==> config.mk <==
export PLATFORM = sky130hd
export DESIGN_NAME = seg_scan_mux
export DESIGN_NICKNAME = d
export VERILOG_FILES = /design/src/rtl/seg_scan_mux.sv
export SDC_FILE = /design/constraint.sdc
export NUM_CORES = 1
export LEC_CHECK = 0
export CORE_MARGIN = 1
export CORE_UTILIZATION = 25
export CTS_BUF_LIST = sky130_fd_sc_hd__clkbuf_4 sky130_fd_sc_hd__clkbuf_8 sky130_fd_sc_hd__clkbuf_16
export CTS_CLUSTER_DIAMETER = 30
export DETAILED_ROUTE_END_ITERATION = 8
export PLACE_DENSITY = 0.58
export RECOVER_POWER = 100
export SYNTH_ARGS = -nofsm -noshare
export SYNTH_HDL_FRONTEND = slang
export SYNTH_SLANG_ARGS = --single-unit
==> constraint.sdc <==
create_clock -name clock -period 1.8 [get_ports clock]
set_clock_uncertainty 0.2 [all_clocks]
set_input_delay 0.18 -clock clock [delete_from_list [all_inputs] [get_ports clock]]
set_output_delay 0.18 -clock clock [all_outputs]
set_load 0.03 [all_outputs]
==> src/rtl/seg_scan_mux.sv <==
// Four-digit seven-segment scan driver: cycles D, C, B, A with per-slot snapshot and blanking.
// Optional leading-zero blanking is built when SEG_SCAN_LZB_EN is defined.
module seg_scan_mux #(
  parameter int         REFRESH_DIV  = 50000,
  parameter int         BLANK_CYCLES = 2,
  parameter logic [6:0] SEG_OFF      = 7'b0000000,
  parameter logic [6:0] ZERO_PAT     = 7'b1111110,
  parameter int         DP_DIGIT     = 2
) (
  input  logic       clock,
  input  logic       reset,
  input  logic [6:0] A,
  input  logic [6:0] B,
  input  logic [6:0] C,
  input  logic [6:0] D,
  output logic [6:0] seg,
  output logic       dp,
  output logic [3:0] an,
  output logic       slot_start
);

  localparam int            CW   = (REFRESH_DIV > 1) ? $clog2(REFRESH_DIV) : 1;
  localparam logic [CW-1:0] LAST = CW'(REFRESH_DIV - 1);

  // cnt holds the slot cycle that the next edge begins; outputs are registered from it.
  logic [CW-1:0] cnt, cnt_nxt;
  logic [1:0]    idx, idx_nxt;
  logic [6:0]    snap;
  logic [6:0]    sel_in;
  logic [6:0]    cur_pat;
  logic          start;
  logic          blank_ph;
  logic          lz;
  logic          cur_lz;
  logic [3:0]    an_d;
  logic [6:0]    seg_d;
  logic          dp_d;

  assign start    = (cnt == '0);
  assign blank_ph = (int'(cnt) < BLANK_CYCLES);

  always_comb begin
    sel_in = D;
    case (idx)
      2'd0:    sel_in = D;
      2'd1:    sel_in = C;
      2'd2:    sel_in = B;
      default: sel_in = A;
    endcase
  end

`ifdef SEG_SCAN_LZB_EN
  logic lz_q;

  always_comb begin
    lz = 1'b0;
    case (idx)
      2'd3:    lz = (A == ZERO_PAT);
      2'd2:    lz = (A == ZERO_PAT) && (B == ZERO_PAT);
      2'd1:    lz = (A == ZERO_PAT) && (B == ZERO_PAT) && (C == ZERO_PAT);
      default: lz = 1'b0;
    endcase
  end

  always_ff @(posedge clock or negedge reset) begin
    if (!reset)     lz_q <= 1'b0;
    else if (start) lz_q <= lz;
  end

  assign cur_lz = start ? lz : lz_q;
`else
  assign lz     = 1'b0;
  assign cur_lz = lz;
`endif

  // On the slot's first cycle the freshly sampled input bypasses snap (matters when BLANK_CYCLES=0).
  assign cur_pat = start ? sel_in : snap;

  always_comb begin
    an_d  = 4'b1111;
    seg_d = SEG_OFF;
    dp_d  = 1'b0;
    if (!blank_ph) begin
      an_d = ~(4'b0001 << idx);
      if (!cur_lz) begin
        seg_d = cur_pat;
        dp_d  = (idx == 2'(DP_DIGIT));
      end
    end
  end

  always_comb begin
    cnt_nxt = cnt + 1'b1;
    idx_nxt = idx;
    if (cnt == LAST) begin
      cnt_nxt = '0;
      idx_nxt = idx + 2'd1;
    end
  end

  always_ff @(posedge clock or negedge reset) begin
    if (!reset) begin
      cnt        <= '0;
      idx        <= 2'd0;
      snap       <= SEG_OFF;
      an         <= 4'b1111;
      seg        <= SEG_OFF;
      dp         <= 1'b0;
      slot_start <= 1'b0;
    end else begin
      cnt        <= cnt_nxt;
      idx        <= idx_nxt;
      if (start) snap <= sel_in;
      an         <= an_d;
      seg        <= seg_d;
      dp         <= dp_d;
      slot_start <= start;
    end
  end

endmodule

**Yosys cells after proc, flatten, opt, wreduce, memory -nomap -nowiden**

Cells that the tools add are included.
W data, S select, Z words.

- Bits in registers: 38
- Output and inout port bits: 13
- Bits of input ports: 30

- $lt $le $gt $ge: 1
- Shift-type cells: 1
- Equality and inequality tests: 3
- Muxes and demuxes: 6
- Reduce and logical (&&, ||, !) cells: 2
- $add $sub $neg: 2
- Bitwise operators: 1

Operator list:

| kind | count |
|---|---|
| $pmux W7 S3 | 1 |
| $add A16 B1 Y16 const B | 1 |
| $eq A16 B16 Y1 const B | 1 |
| $logic_not A16 Y1 | 1 |
| $lt A16 B2 Y1 const B | 1 |
| $mux W16 | 1 |
| $mux W7 | 2 |
| $mux W4 | 1 |
| $not A4 Y4 | 1 |
| $shl A1 B2 Y4 const A | 1 |
| $add A2 B1 Y2 const B | 1 |
| $eq A2 B1 Y1 const B | 1 |
| $eq A2 B2 Y1 const B | 1 |
| $logic_not A2 Y1 | 1 |
| $mux W1 | 1 |

**Longest topological paths before layout**

Gate-level depths: netlist of run 1.

- Depth after elaboration: 4
- Gate-level depth with buffers: 7
- Depth with buffers taken out: 6

**Worst setup path before layout of run 1**

OpenSTA, ideal clock, no wires.

- Kind: register to register
- From: register cnt[0]
- To: register seg[3]
- Data arrival time: 1551 ps
- Path slack: -24 ps
- Cell stages (with the launch flop): 8
- Required time: 1526 ps
- Cells stage by stage: dfrtp_1 > inv_1 > ha_1 > nor4b_2 > nand4_2 > buf_6 > a221o_1 > a21oi_2

- Longest elaborated chain between the ends: 3

Ends and longest elaborated chain:

| item | RTL line | text |
|---|---|---|
| from (decl) | 26 | `logic [CW-1:0] cnt, cnt_nxt;` |
| from (signal assigned) | 111 | `cnt <= cnt_nxt;` |
| branches (longest 2 deep; another with $lt A16 B2 Y1) | -- |  |
| $mux W7 * | 83 | `if (!blank_ph) begin` |
| named net seg_d[3] | 36 | `logic [6:0] seg_d;` |
| to (signal assigned) | 115 | `seg <= seg_d;` |
| to (decl) | 16 | `output logic [6:0] seg,` |

Mark *: on every way through the listed nets, which the timed path passes.
A chain may end at the register's enable or synchronous reset.

**Worst setup path after layout of run 1**

- From: register cnt[0]
- To: register seg[4]

The elaborated chain is that of the path after synthesis.

==> flow_metrics.env, run 1 <==
export IMPL_synthDominantCellAreaShare_pct=45.5
export IMPL_rows=31
export IMPL_cts_sinks=38
export IMPL_cts_tree="built"
export IMPL_ir_drop_mv=0.336
export IMPL_reg2reg_slack_ps=20
export IMPL_fin_nets=280
export IMPL_yosys_area_top_type="dfrtp_1"
export IMPL_die_h_um=88.5
export IMPL_rr_worst_depth=7
export IMPL_clk_latency_ps=290
export IMPL_synth_area_leaders="dfrtp_1 (45%), dfstp_2 (5.6%), ha_1 (4.7%)"
export IMPL_tns_ps=0
export IMPL_ys_seq_elements=38
export IMPL_regToRegEndpoint="seg[4]"
export IMPL_min_path_type="input pin to asynchronous set/reset pin"
export IMPL_root_buffer="clkbuf_8"
export IMPL_cts_made_buffers=5
export IMPL_cp_required_ps=1820
export IMPL_synth_area_mm2=0.00187
export IMPL_grt_max_degree=21
export IMPL_leakage_uw=0.00125
export IMPL_drt_vias_per_instance=4.37
export IMPL_rsz0062_at_grt="true"
export IMPL_track_usage_pct=11.4
export IMPL_antenna_found_initial=0
export IMPL_seq_area_frac_synth_pct=51.1
export IMPL_drt_iter0_drc=78
export IMPL_syn_nets=211
export IMPL_min_period_over_period_pct=99.1
export IMPL_dp_slack_ps=-32.7
export IMPL_ctsLongestPathBuffers=2
export IMPL_async_flop_share_pct=100
export IMPL_worst_pin_slew_ps=501
export IMPL_initial_core_util_pct=25.8
export IMPL_vias=1499
export IMPL_grt_pass1_vias=1462
export IMPL_layout_setup_ws_ps=15.4
export IMPL_die_w_um=88.5
export IMPL_run_status="finished, final reports clean"
export IMPL_synth_main_ff_cell="dfrtp_1"
export IMPL_synth_edf_count=0
export IMPL_timing_rr_start="cnt[0]"
export IMPL_n_antenna_cell=0
export IMPL_max_slew_margin_pct=66.6
export IMPL_port_buffers=42
export IMPL_fin_crit_ps=1780
export IMPL_report_final_slew_viol_count=0
export IMPL_htreeDepth=2
export IMPL_register_area_um2=957
export IMPL_multiInputGateArea_um2=837
export IMPL_io_pin_count=43
export IMPL_clk_pin_slew_ps=70
export IMPL_postRouteAntennaNets=0
export IMPL_die_area_mm2=0.00783
export IMPL_arrival_ps=1810
export IMPL_startpoint="cnt[0]"
export IMPL_yosysWarningCount=0
export IMPL_cp_start_kind="register"
export IMPL_max_cap_violations=0
export IMPL_max_freq_mhz=560
export IMPL_setup_violations=0
export IMPL_fp_coreArea_mm2=0.00725
export IMPL_critPathMaxFanout=12
export IMPL_synthCells=174
export IMPL_gr_total_overflow=0
export IMPL_final_fill_count=727
export IMPL_routedWlPerCell_um=12.2
export IMPL_avgSynthCellArea_um2=10.8
export IMPL_layout_drive_gt1_share_pct=22.5
export IMPL_end_kind="register"
export IMPL_synth_common_cells="dfrtp_1 (34), nand2_1 (22), a21oi_1 (11), inv_1 (11), xnor2_1 (8)"
export IMPL_p_per_area_mw_per_mm2=694
export IMPL_first_pass_iters=4
export IMPL_drt_wl_total_mm=4.18
export IMPL_place_gp_congestion=0.802
export IMPL_syn2layout_area_growth_pct=46.8
export IMPL_hold_viol_final=0
export IMPL_drc=0
export IMPL_synth_cell_types=32
export IMPL_worst_setup_path_type="register to register"
export IMPL_synth_most_common_cell="dfrtp_1"
export IMPL_grt_pass1_wl_mm=6.83
export IMPL_hpwl_mm=3.11
[sequential cells by signal, summed over array words and instances, names as in the netlist]
name,flops
snap,7
slot_start,1
seg,7
dp,1
an,4
cnt,16
idx,2
[area by class of cell]
class                      count  share of cell area (%)
inverter                      11                    1.50
timing repair buffer          72                    23.4
clock inverter                 2                    2.19
sequential                    38                    34.9
tap                           99                    4.51
clock buffer                   6                    3.01
multi-input combinational    115                    30.5
[worst max path at each step]
stage | endpoint | slack (ps) | cells after the start
floorplan | seg[3] | 3 | 7
global placement | seg[0] | -20 | 5
detailed placement | seg[4] | -30 | 5
CTS | seg[4] | -6 | 7
global route | seg[4] | -110 | 7
finish | seg[4] | 20 | 7
[layer usage]
layer | track usage [%] | wire [um] | vias up
met3 | 3.73 | 297 | 6
li1 | - | - | 748
met5 | 0 | 0 | -
met2 | 19.2 | 1900 | 41
met4 | 3.08 | 48 | 0
met1 | 14.2 | 1930 | 704
[cells in the final DEF (no fill, tap or decap), types with 6 or more instances in the layout]
master	n
clkdlybuf4s50_1	34
a21oi_1	8
inv_1	11
buf_4	21
nand2_1	22
dfrtp_1	33
nor2_1	6
clkbuf_8	6
nand3_1	6
and3_1	6
a22oi_1	7
a21oi_2	6
xnor2_1	8
a221o_1	7
[report_power, final]
part / internal (uW) / leakage, uW / switching (uW)
combinational: 79.1 / 0.000712 / 59.3
sequential: 869 / 0.000468 / 3.77
clock: 591 / 0.0000714 / 304
[metrics by stage]
stage	utilization (%)	hold WS [ps]	instance area (um2)	std cells	total power, uW
after global placement	35.7	-29.6	2590	333	1030
after detailed placement	35.7	-28.4	2590	333	1030
final	37.8	182	2750	343	1910
after CTS	38.0	191	2760	343	1930
after floorplan	-	-316	1880	174	926
after global routing	37.8	258	2750	343	1980
[timing repair]
item | CTS | global route
hold buffers | 1 | 0
buffers inserted | 1 | 0
endpoints found under the hold margin | 19 | 0
pin swaps | 0 | 1
gates resized for setup | 7 | 6
endpoints found under the setup margin | 12 | 23
[kinds of logic (layout without fill, tap and decap cells)]
family / after synthesis / count (layout) / share of synthesized area, %
adders and majority gates: 7 / 7 / 4.68
buffers and inverters: 21 / 91 / 5.55
and+or+nand+nor: 64 / 64 / 20.6
AOI/OAI and AO/OA: 30 / 30 / 11.4
DFF: 38 / 38 / 51.1
xor gates and xnor gates: 13 / 13 / 6.09
muxes: 1 / 1 / 0.535
[critical path, stage by stage (launching register included)]
cell and delay [ps]:
dfrtp_1 380, inv_1 60, ha_1 150, nor4b_4 200
nand4_2 110, buf_6 160, a221o_1 310, a21oi_2 140
Note: power is estimated with default switching activity, not from simulation.
==> inputs of run 2 (changes only) <==
Settings changed: SLEW_MARGIN set to 15.
==> results of run 2 <==
No change in the layout: final DEF, timing and power equal those of run 1.
==> inputs of run 3 (changes only) <==
Settings changed: CAP_MARGIN set to 40.
==> results of run 3 <==
No change in the layout: final DEF, timing and power equal those of run 1.
